===== src/rtl/spu_sm_ctrl.sv =====
// Softmax row sequencer: max search, EXPU exp+sum, divider handshake and
// output streaming over one row buffer port. One row per start.
//   core_clk/rst_n     clock, async active-low reset
//   start/row_len      row request; busy/done/sm_state report progress
//   rd_*/wr_*          shared row buffer port (read data one cycle late)
//   din_q/exp_q        EXPU operand and result
//   div_*              reciprocal request/response with shared divider
//   out_*              normalised output stream, out_last on final element
module spu_sm_ctrl #(
  parameter int LEN_W    = 8,
  parameter int EXPU_LAT = 3,
  parameter int SUM_W    = 16,
  parameter int RECIP_W  = 16
) (
  input  logic               core_clk,
  input  logic               rst_n,
  input  logic               start,
  input  logic [LEN_W-1:0]   row_len,
  output logic               busy,
  output logic               done,
  output logic [2:0]         sm_state,
  output logic               rd_en,
  output logic [LEN_W-1:0]   rd_addr,
  input  logic [7:0]         rd_data,
  output logic               wr_en,
  output logic [LEN_W-1:0]   wr_addr,
  output logic [7:0]         wr_data,
  output logic [8:0]         din_q,
  input  logic [7:0]         exp_q,
  output logic               div_start,
  output logic [SUM_W-1:0]   div_sum,
  input  logic               div_done,
  input  logic [RECIP_W-1:0] div_recip,
  output logic               out_valid,
  output logic [7:0]         out_exp,
  output logic [RECIP_W-1:0] out_recip,
  output logic               out_last
);

  typedef enum logic [2:0] {
    S_IDLE = 3'b000,
    S_EU_A = 3'b001,
    S_RECI = 3'b011,
    S_EU_B = 3'b100,
    S_MAX  = 3'b101
  } state_e;

  state_e state_q, state_nxt;

  logic [LEN_W-1:0]   n_q;
  logic [LEN_W-1:0]   rd_addr_q;
  logic [LEN_W-1:0]   wr_cnt_q;
  logic               rd_en_q;
  logic               rv_q;
  logic               rv_last_q;
  logic               done_q;
  logic               div_start_q;
  logic signed [7:0]  max_q;
  logic [8:0]         din_r;
  logic [SUM_W-1:0]   sum_q;
  logic [RECIP_W-1:0] recip_q;
  logic [EXPU_LAT-1:0] tag_q;

  logic               rd_last;
  logic               rd_start;
  logic               tag_exit;
  logic               exit_last;
  logic [SUM_W:0]     sum_ext;
  logic [SUM_W-1:0]   sum_sat;

  assign rd_last   = rd_en_q && (rd_addr_q == n_q - LEN_W'(1));
  assign tag_exit  = (state_q == S_EU_A) && tag_q[EXPU_LAT-1];
  assign exit_last = tag_exit && (wr_cnt_q == n_q - LEN_W'(1));
  assign sum_ext   = {1'b0, sum_q} + (SUM_W+1)'(exp_q);
  assign sum_sat   = sum_ext[SUM_W] ? '1 : sum_ext[SUM_W-1:0];

  always_ff @(posedge core_clk or negedge rst_n) begin
    if (!rst_n) state_q <= S_IDLE;
    else        state_q <= state_nxt;
  end

  always_comb begin
    state_nxt = state_q;
    rd_start  = 1'b0;
    unique case (state_q)
      S_IDLE: if (start && row_len != '0) state_nxt = S_MAX;
      S_MAX:  if (rv_last_q) state_nxt = S_EU_A;
      S_EU_A: if (exit_last) state_nxt = S_RECI;
      S_RECI: if (div_done) state_nxt = S_EU_B;
      S_EU_B: if (rv_last_q) state_nxt = S_IDLE;
      default: state_nxt = S_IDLE;
    endcase
    // every read pass restarts at address 0 on entry
    if (state_nxt != state_q &&
        (state_nxt == S_MAX || state_nxt == S_EU_A ||
         state_nxt == S_EU_B))
      rd_start = 1'b1;
  end

  always_ff @(posedge core_clk or negedge rst_n) begin
    if (!rst_n) begin
      n_q         <= '0;
      rd_addr_q   <= '0;
      wr_cnt_q    <= '0;
      rd_en_q     <= 1'b0;
      rv_q        <= 1'b0;
      rv_last_q   <= 1'b0;
      done_q      <= 1'b0;
      div_start_q <= 1'b0;
      max_q       <= -8'sd128;
      din_r       <= '0;
      sum_q       <= '0;
      recip_q     <= '0;
      tag_q       <= '0;
    end else begin
      done_q      <= 1'b0;
      div_start_q <= 1'b0;
      rv_q        <= rd_en_q;
      rv_last_q   <= rd_last;
      if (rd_start) begin
        rd_en_q   <= 1'b1;
        rd_addr_q <= '0;
      end else if (rd_en_q) begin
        if (rd_last) rd_en_q <= 1'b0;
        else         rd_addr_q <= rd_addr_q + LEN_W'(1);
      end
      if (state_q == S_IDLE && start) begin
        if (row_len == '0) begin
          done_q <= 1'b1;
        end else begin
          n_q      <= row_len;
          max_q    <= -8'sd128;
          sum_q    <= '0;
          wr_cnt_q <= '0;
        end
      end
      if (state_q == S_MAX && rv_q && $signed(rd_data) > max_q)
        max_q <= $signed(rd_data);
      if (state_q == S_EU_A) begin
        // tag marks which EXPU pipeline slots hold this row's data
        tag_q <= (tag_q << 1) | EXPU_LAT'(rv_q);
        if (rv_q)
          din_r <= {rd_data[7], rd_data} - {max_q[7], max_q};
      end
      if (tag_exit) begin
        sum_q    <= sum_sat;
        wr_cnt_q <= wr_cnt_q + LEN_W'(1);
      end
      if (exit_last) div_start_q <= 1'b1;
      if (state_q == S_RECI && div_done) recip_q <= div_recip;
      if (state_q == S_EU_B && rv_last_q) done_q <= 1'b1;
    end
  end

  assign busy      = (state_q != S_IDLE);
  assign done      = done_q;
  assign sm_state  = state_q;
  assign rd_en     = rd_en_q;
  assign rd_addr   = rd_addr_q;
  assign wr_en     = tag_exit;
  assign wr_addr   = wr_cnt_q;
  assign wr_data   = tag_exit ? exp_q : '0;
  assign din_q     = din_r;
  assign div_start = div_start_q;
  assign div_sum   = sum_q;
  assign out_valid = (state_q == S_EU_B) && rv_q;
  assign out_exp   = out_valid ? rd_data : '0;
  assign out_recip = recip_q;
  assign out_last  = out_valid && rv_last_q;

endmodule


===== config.mk =====
export PLATFORM = sky130hd
export DESIGN_NAME = spu_sm_ctrl
export DESIGN_NICKNAME = d
export VERILOG_FILES = /design/src/rtl/spu_sm_ctrl.sv
export SDC_FILE = /design/constraint.sdc
export NUM_CORES = 1
export LEC_CHECK = 0
export BUFFER_PORTS_ARGS = -buffer_cell sky130_fd_sc_hd__buf_2
export CORE_MARGIN = 3
export CORE_UTILIZATION = 33
export CTS_CLUSTER_DIAMETER = 150
export DETAILED_ROUTE_END_ITERATION = 7
export PLACE_DENSITY_LB_ADDON = 0.12
export SETUP_SLACK_MARGIN = 0.5
export SYNTH_ARGS = -nofsm -noshare
export SYNTH_HDL_FRONTEND = slang
export SYNTH_SLANG_ARGS = --single-unit

===== constraint.sdc =====
create_clock -name core_clk -period 3.8 [get_ports core_clk]
set_input_delay 0.76 -clock core_clk [delete_from_list [all_inputs] [get_ports core_clk]]
set_output_delay 0.76 -clock core_clk [all_outputs]
set_load 0.01 [all_outputs]

Word-level counts from Yosys, hierarchy flattened
Cells that the tools add are included.
{ "word_totals": {"ff_bits": 84, "output_inout_bits": 83, "elab_cells": 90} }
{ "classes": {"add_sub_neg": 5, "order_cmp": 1, "n_eq_ne": 13, "muxes": 29, "n_bitwise": 2, "reduce_logical": 26} }
{ "ops": {"columns": ["op", "count"], "rows": [
  ["8-bit two-way mux", 11],
  ["16-bit two-way mux", 4],
  ["16-bit by 8-bit adder with 17-bit output", 1],
  ["8-bit by 1-bit adder with 8-bit output (second input constant)", 2],
  ["8-bit == test", 2],
  ["3-bit two-way mux", 5],
  ["3-bit one-hot mux with 5 select lines", 1],
  ["3-bit == test (second input constant)", 4],
  ["1-bit logical AND", 12],
  ["2-bit AND reduction", 5],
  ["8-bit by 8-bit subtractor with 9-bit output", 1],
  ["8-bit > comparator", 1],
  ["8-bit logical NOT", 1],
  ["1-bit two-way mux", 8],
  ["8-bit nonzero test", 1],
  ["8-bit by 1-bit subtractor with 8-bit output (second input constant)", 1],
  ["3-bit by 1-bit == test with 1-bit output (second input constant)", 2],
  ["2-bit nonzero test", 3],
  ["2-bit by 1-bit != test with 1-bit output (second input constant)", 2],
  ["3-bit by 2-bit == test with 1-bit output (second input constant)", 1],
  ["3-bit logical NOT", 1],
  ["3-bit != test", 1],
  ["3-bit by 1-bit OR with 3-bit output", 1],
  ["3-bit nonzero test", 1],
  ["3 further kinds", 4]
]} }

Longest topological paths before layout
{ "logic_depth": {"word_depth": 12, "mapped_depth": 10, "mapped_depth_nobuf": 10} }

Worst setup path before layout
No wires, ideal clock.
{ "synth_path": {"path_type": "input port to flip-flop", "from": "in exp_q[0]", "to": "reg sum_q[12], in the netlist div_sum[12]", "setup_ps": 99, "arrival_time_ps": 2600, "required_time_ps": 3701, "setup_slack_ps": 1101, "stages": 10, "cell_sequence": "ha_1 inv_1 fa_1 nor2b_1 o2111ai_1 a31oi_1 and4_1 and3_1 nor2_1 a311oi_1"} }
{ "synth_via": {"elab_chain_cells": 3} }
{ "synth_lines": {"columns": ["item", "line_no", "rtl"], "rows": [
  ["start: declaration", "29", "input logic [7:0] exp_q,"],
  ["16-bit by 8-bit adder with 17-bit output", "74", "assign sum_ext = {1'b0, sum_q} + (SUM_W+1)'(exp_q);"],
  ["16-bit two-way mux", "75", "assign sum_sat = sum_ext[SUM_W] ? '1 : sum_ext[SUM_W-1:0];"],
  ["16-bit two-way mux", "145", "if (tag_exit) begin"],
  ["end signal: assignment", "146", "sum_q <= sum_sat;"],
  ["end: declaration", "60", "logic [SUM_W-1:0] sum_q;"]
]} }
No other way between the ends.
A chain may end at the register's enable or synchronous reset.

Final worst setup path
{ "layout_path": {"from": "reg state_q[0], in the netlist sm_state[0]", "to": "out wr_en"} }
{ "layout_via": {"elab_chain_cells": 2} }
{ "layout_lines": {"columns": ["item", "line_no", "rtl"], "rows": [
  ["start: declaration", "48", "state_e state_q, state_nxt;"],
  ["start signal: assignment", "79", "else state_q <= state_nxt;"],
  ["3-bit by 1-bit == test with 1-bit output", "72", "assign tag_exit = (state_q == S_EU_A) && tag_q[EXPU_LAT-1];"],
  ["1-bit logical AND", "72", null],
  ["end: declaration", "25", "output logic wr_en,"]
]} }
No other way between the ends.

==> key figures <==
Outcome
  – Outcome: complete, no violations

Setup path
  – Max incr delay on CP: ~520 ps
  – CP most frequent cell: buf_4
  – CP bufs+invs: 4
  – Critical path cell sequence: nor3b_2 > buf_4 > nand2_1 > buf_4 > inv_1 > buf_2
  – CP endpoint kind: output port
  – R2R depth: 10
  – Crit path from: sm_state[0]
  – WS Path Type: flip-flop to output port
  – Critical Path RT: a little over 3000 ps
  – Crit path DAT: 2040 ps
  – CP delay by family, top: buffers and inverters
  – Crit path to: wr_en
  – CP Max Fanout: 14
  – Worst r2r dst: div_sum[13]
  – Slowest-stage cell, CP: dfrtp_1
  – Reg-to-reg setup timing slack: 1090 ps
  – CP Depth: 6
  – Critical R2R Launch: div_sum[0]
  – CP startpoint kind: flip-flop

Power and ir drop
  – Leakage power: 3.03 nW
  – Worst IR Drop VDD: between 200 and 300 uV
  – Power Density: 755 nW/um^2
  – Tot Pwr: 0.00444 W

Detailed routing
  – Vias per cell: 5.00
  – Via Count: ~4000
  – ANT nets after route: 0
  – DR WL/cell: 15.3 um
  – 1st-pass router iterations: 4
  – Drt drc: 0
  – Routed WL: ~12 mm
  – DRT iter0 DRCs: about 170

Global routing
  – Number of global-route vias before repair: between 4000 and 5000
  – Initial antenna violation count: 0
  – GRT Util Overall: 0.159
  – Gr ovfl total: 0
  – Largest net degree at the start of global routing: 36
  – First-pass GRT wire length: 20.6 mm

Timing
  – Final Max Slew Viols: 0
  – Final setup viols: 0
  – Final worst path period share: 0.738
  – Worst-margin pin slew: approximately 950 ps
  – Total negative setup slack: 0 ps
  – Max Clock Skew: between 7 and 8 ps
  – Final hold vios: 0
  – RSZ-0062 raised after global routing: false
  – Minimum clock period: 2800 ps
  – Fmax: ~360 MHz
  – Max_slew headroom: 0.364
  – Worst setup margin: 996 ps

Synthesis
  – #FFs+latches synth: 84
  – Area leader, netlist: dfrtp_1
  – Avg Cell Area, Syn: ~9.7 um^2
  – Netlist Area Pre-Place: approximately 4800 um^2
  – Asr flop ratio synth: 1.00
  – Synth top area share: 0.435
  – Synth Warn #: 0
  – Net count after synthesis: ~560
  – EDFF count, synth: 0
  – Sequential fraction of the synthesis area: 0.441
  – Distinct cell type count after synthesis: 56
  – Ranking of synthesized cells by area: dfrtp_1 44%, nand2_1 5.0%, ha_1 5.0%
  – Cells after Synth: between 400 and 500
  – Synth Flop Type: dfrtp_1

Layout
  – Antenna diodes: 0
  – Reg area: 2100 um^2
  – Fillers: around 1500
  – Multi-input gate area: about 2500 um^2
  – Layout area overhead: 23.2%
  – Fraction of layout cells with a size suffix above 1: 0.291
  – Post-layout util: 0.419
  – Fin cells: ~810
  – Nets: approximately 690

CTS
  – Setup Buffers After CTS: 0
  – Num CTS Buffers: 9
  – # resized after CTS: 0
  – Worst-path clk slew: roughly 60 ps
  – Sink Count: 84
  – CTS tree: yes
  – H-tree Lvls: 3
  – Clock Latency Late Sink: between 300 and 400 ps
  – Clk buf depth: 2
  – Root buffer cell: clkbuf_16
  – Hold-fix buffers, CTS: 0

Min path
  – Hold Crit Class: input port to asynchronous set/reset pin

Placement
  – HPWL Detailed: 9.22 mm
  – Final Wtd Congestion: between 0.8 and 0.9
  – Setup slack at placement: 658 ps
  – Placed cells: between 700 and 800
  – Port Buffers: 126

Floorplan
  – Area of the core: 14000 um^2
  – Die Span Y: between 100 and 150 um
  – # rows: 43
  – Ports: between 100 and 150
  – Die footprint: approximately 16000 um^2
  – Initial core utilization: 0.340
  – Die X: 126 um

Job
  – Max Cap Viol: 0
-- area by class of cell --
class / instances / share of cell area
Clock inverter: 4 / 0.00447
Timing Repair Buffer: 133 / 0.117
Sequential cell: 84 / 0.357
Multi-Input combinational cell: 367 / 0.425
Inverter: 26 / 0.0166
Clock buffer: 12 / 0.0419
Tap cell: 180 / 0.0383
-- stage by stage --
| stage | cell area [um^2] | hold slack [ps] |
|---|---|---|
| floorplan | 4770 | 464 |
| global placement | 5610 | 462 |
| detailed placement | 5610 | 466 |
| CTS | 5880 | 379 |
| global route | 5880 | 396 |
| finish | 5880 | 373 |
-- logic make-up (layout without fill, tap and decap cells) --
family,Yosys count,after routing,share of synthesized area
simple gates,182,182,0.197
compound gates,95,95,0.123
flops,84,84,0.441
buf+inv,43,175,0.0359
xor+xnor,38,38,0.0755
mux,31,31,0.0697
fa+ha+maj,21,21,0.0582
-- cells in the mapped netlist (all sizes together) (2+ instances only) --
master and instances:
dfrtp 83, nand2 65, o21ai 38, nor2 29, inv 26, ha 19
a21oi 18, mux2 18, xnor2 18, xor2 18, nand3 16, and3 13
clkbuf 13, mux2i 13, nor3 13, a31oi 10, and2 10, o21a 7
and4 6, nor4 6, nand4 5, nor2b 5, buf 4, nand2b 4
nor3b 4, a311oi 3, a31o 3, o31ai 3, a21o 2, fa 2
o211ai 2, o21bai 2, or2 2, xnor3 2
-- where the power goes --
group          internal [W]  leakage (nW)  switching (W)
Clock              0.000460         0.133       0.000357
Sequential          0.00119          1.08       0.000371
Combinational      0.000952          1.83        0.00111
Total               0.00260          3.03        0.00184
-- metal layers --
layer  vias up  track usage  share of wire
met4         0       0.0479          0.013
met3        13       0.0339          0.038
met5         -            0              0
met1      1939        0.208           0.46
li1       1990            -              -
met2        84        0.264           0.49
-- registers in the layout, indices dropped and copies added, names as in the netlist, 3 cells and up --
| register | count |
|---|---|
| out_recip | 16 |
| rd_addr | 8 |
| wr_addr | 8 |
| div_sum | 16 |
| sm_state | 3 |
| n_q | 8 |
| din_q | 9 |
| tag_q | 3 |
| max_q | 8 |
-- worst min-delay path by stage --
stage / endpoint / slack [ps] / cells past startpoint
after floorplan: din_q[0] / 460 / 0
after global placement: din_q[4] / 460 / 2
after detailed placement: din_q[0] / 470 / 2
after CTS: din_q[0] / 380 / 1
after global routing: din_q[0] / 400 / 1
final: din_q[0] / 370 / 1
-- cells in the final DEF, fill, tap and decap left out, drive strengths merged, types with 3 or more instances in the layout --
cell    netlist  routed
and3         13      13
mux2         18      18
nor2b         5       5
nor3b         4       4
inv          26      26
buf           4     133
a21oi        18      18
a31oi        10      10
a31o          3       3
and4          6       6
nor3         13      13
a311oi        3       3
xnor2        18      18
ha           19      19
mux2i        13      13
o31ai         3       3
clkbuf       13      12
o21ai        38      38
dfrtp        83      83
nand4         5       5
nor2         29      29
o21a          7       7
xor2         18      18
nand3        16      16
nor4          6       6
nand2        65      65
nand2b        4       4
clkinv        0       3
and2         10      10
No activity file was read; power rests on OpenSTA's default activity.
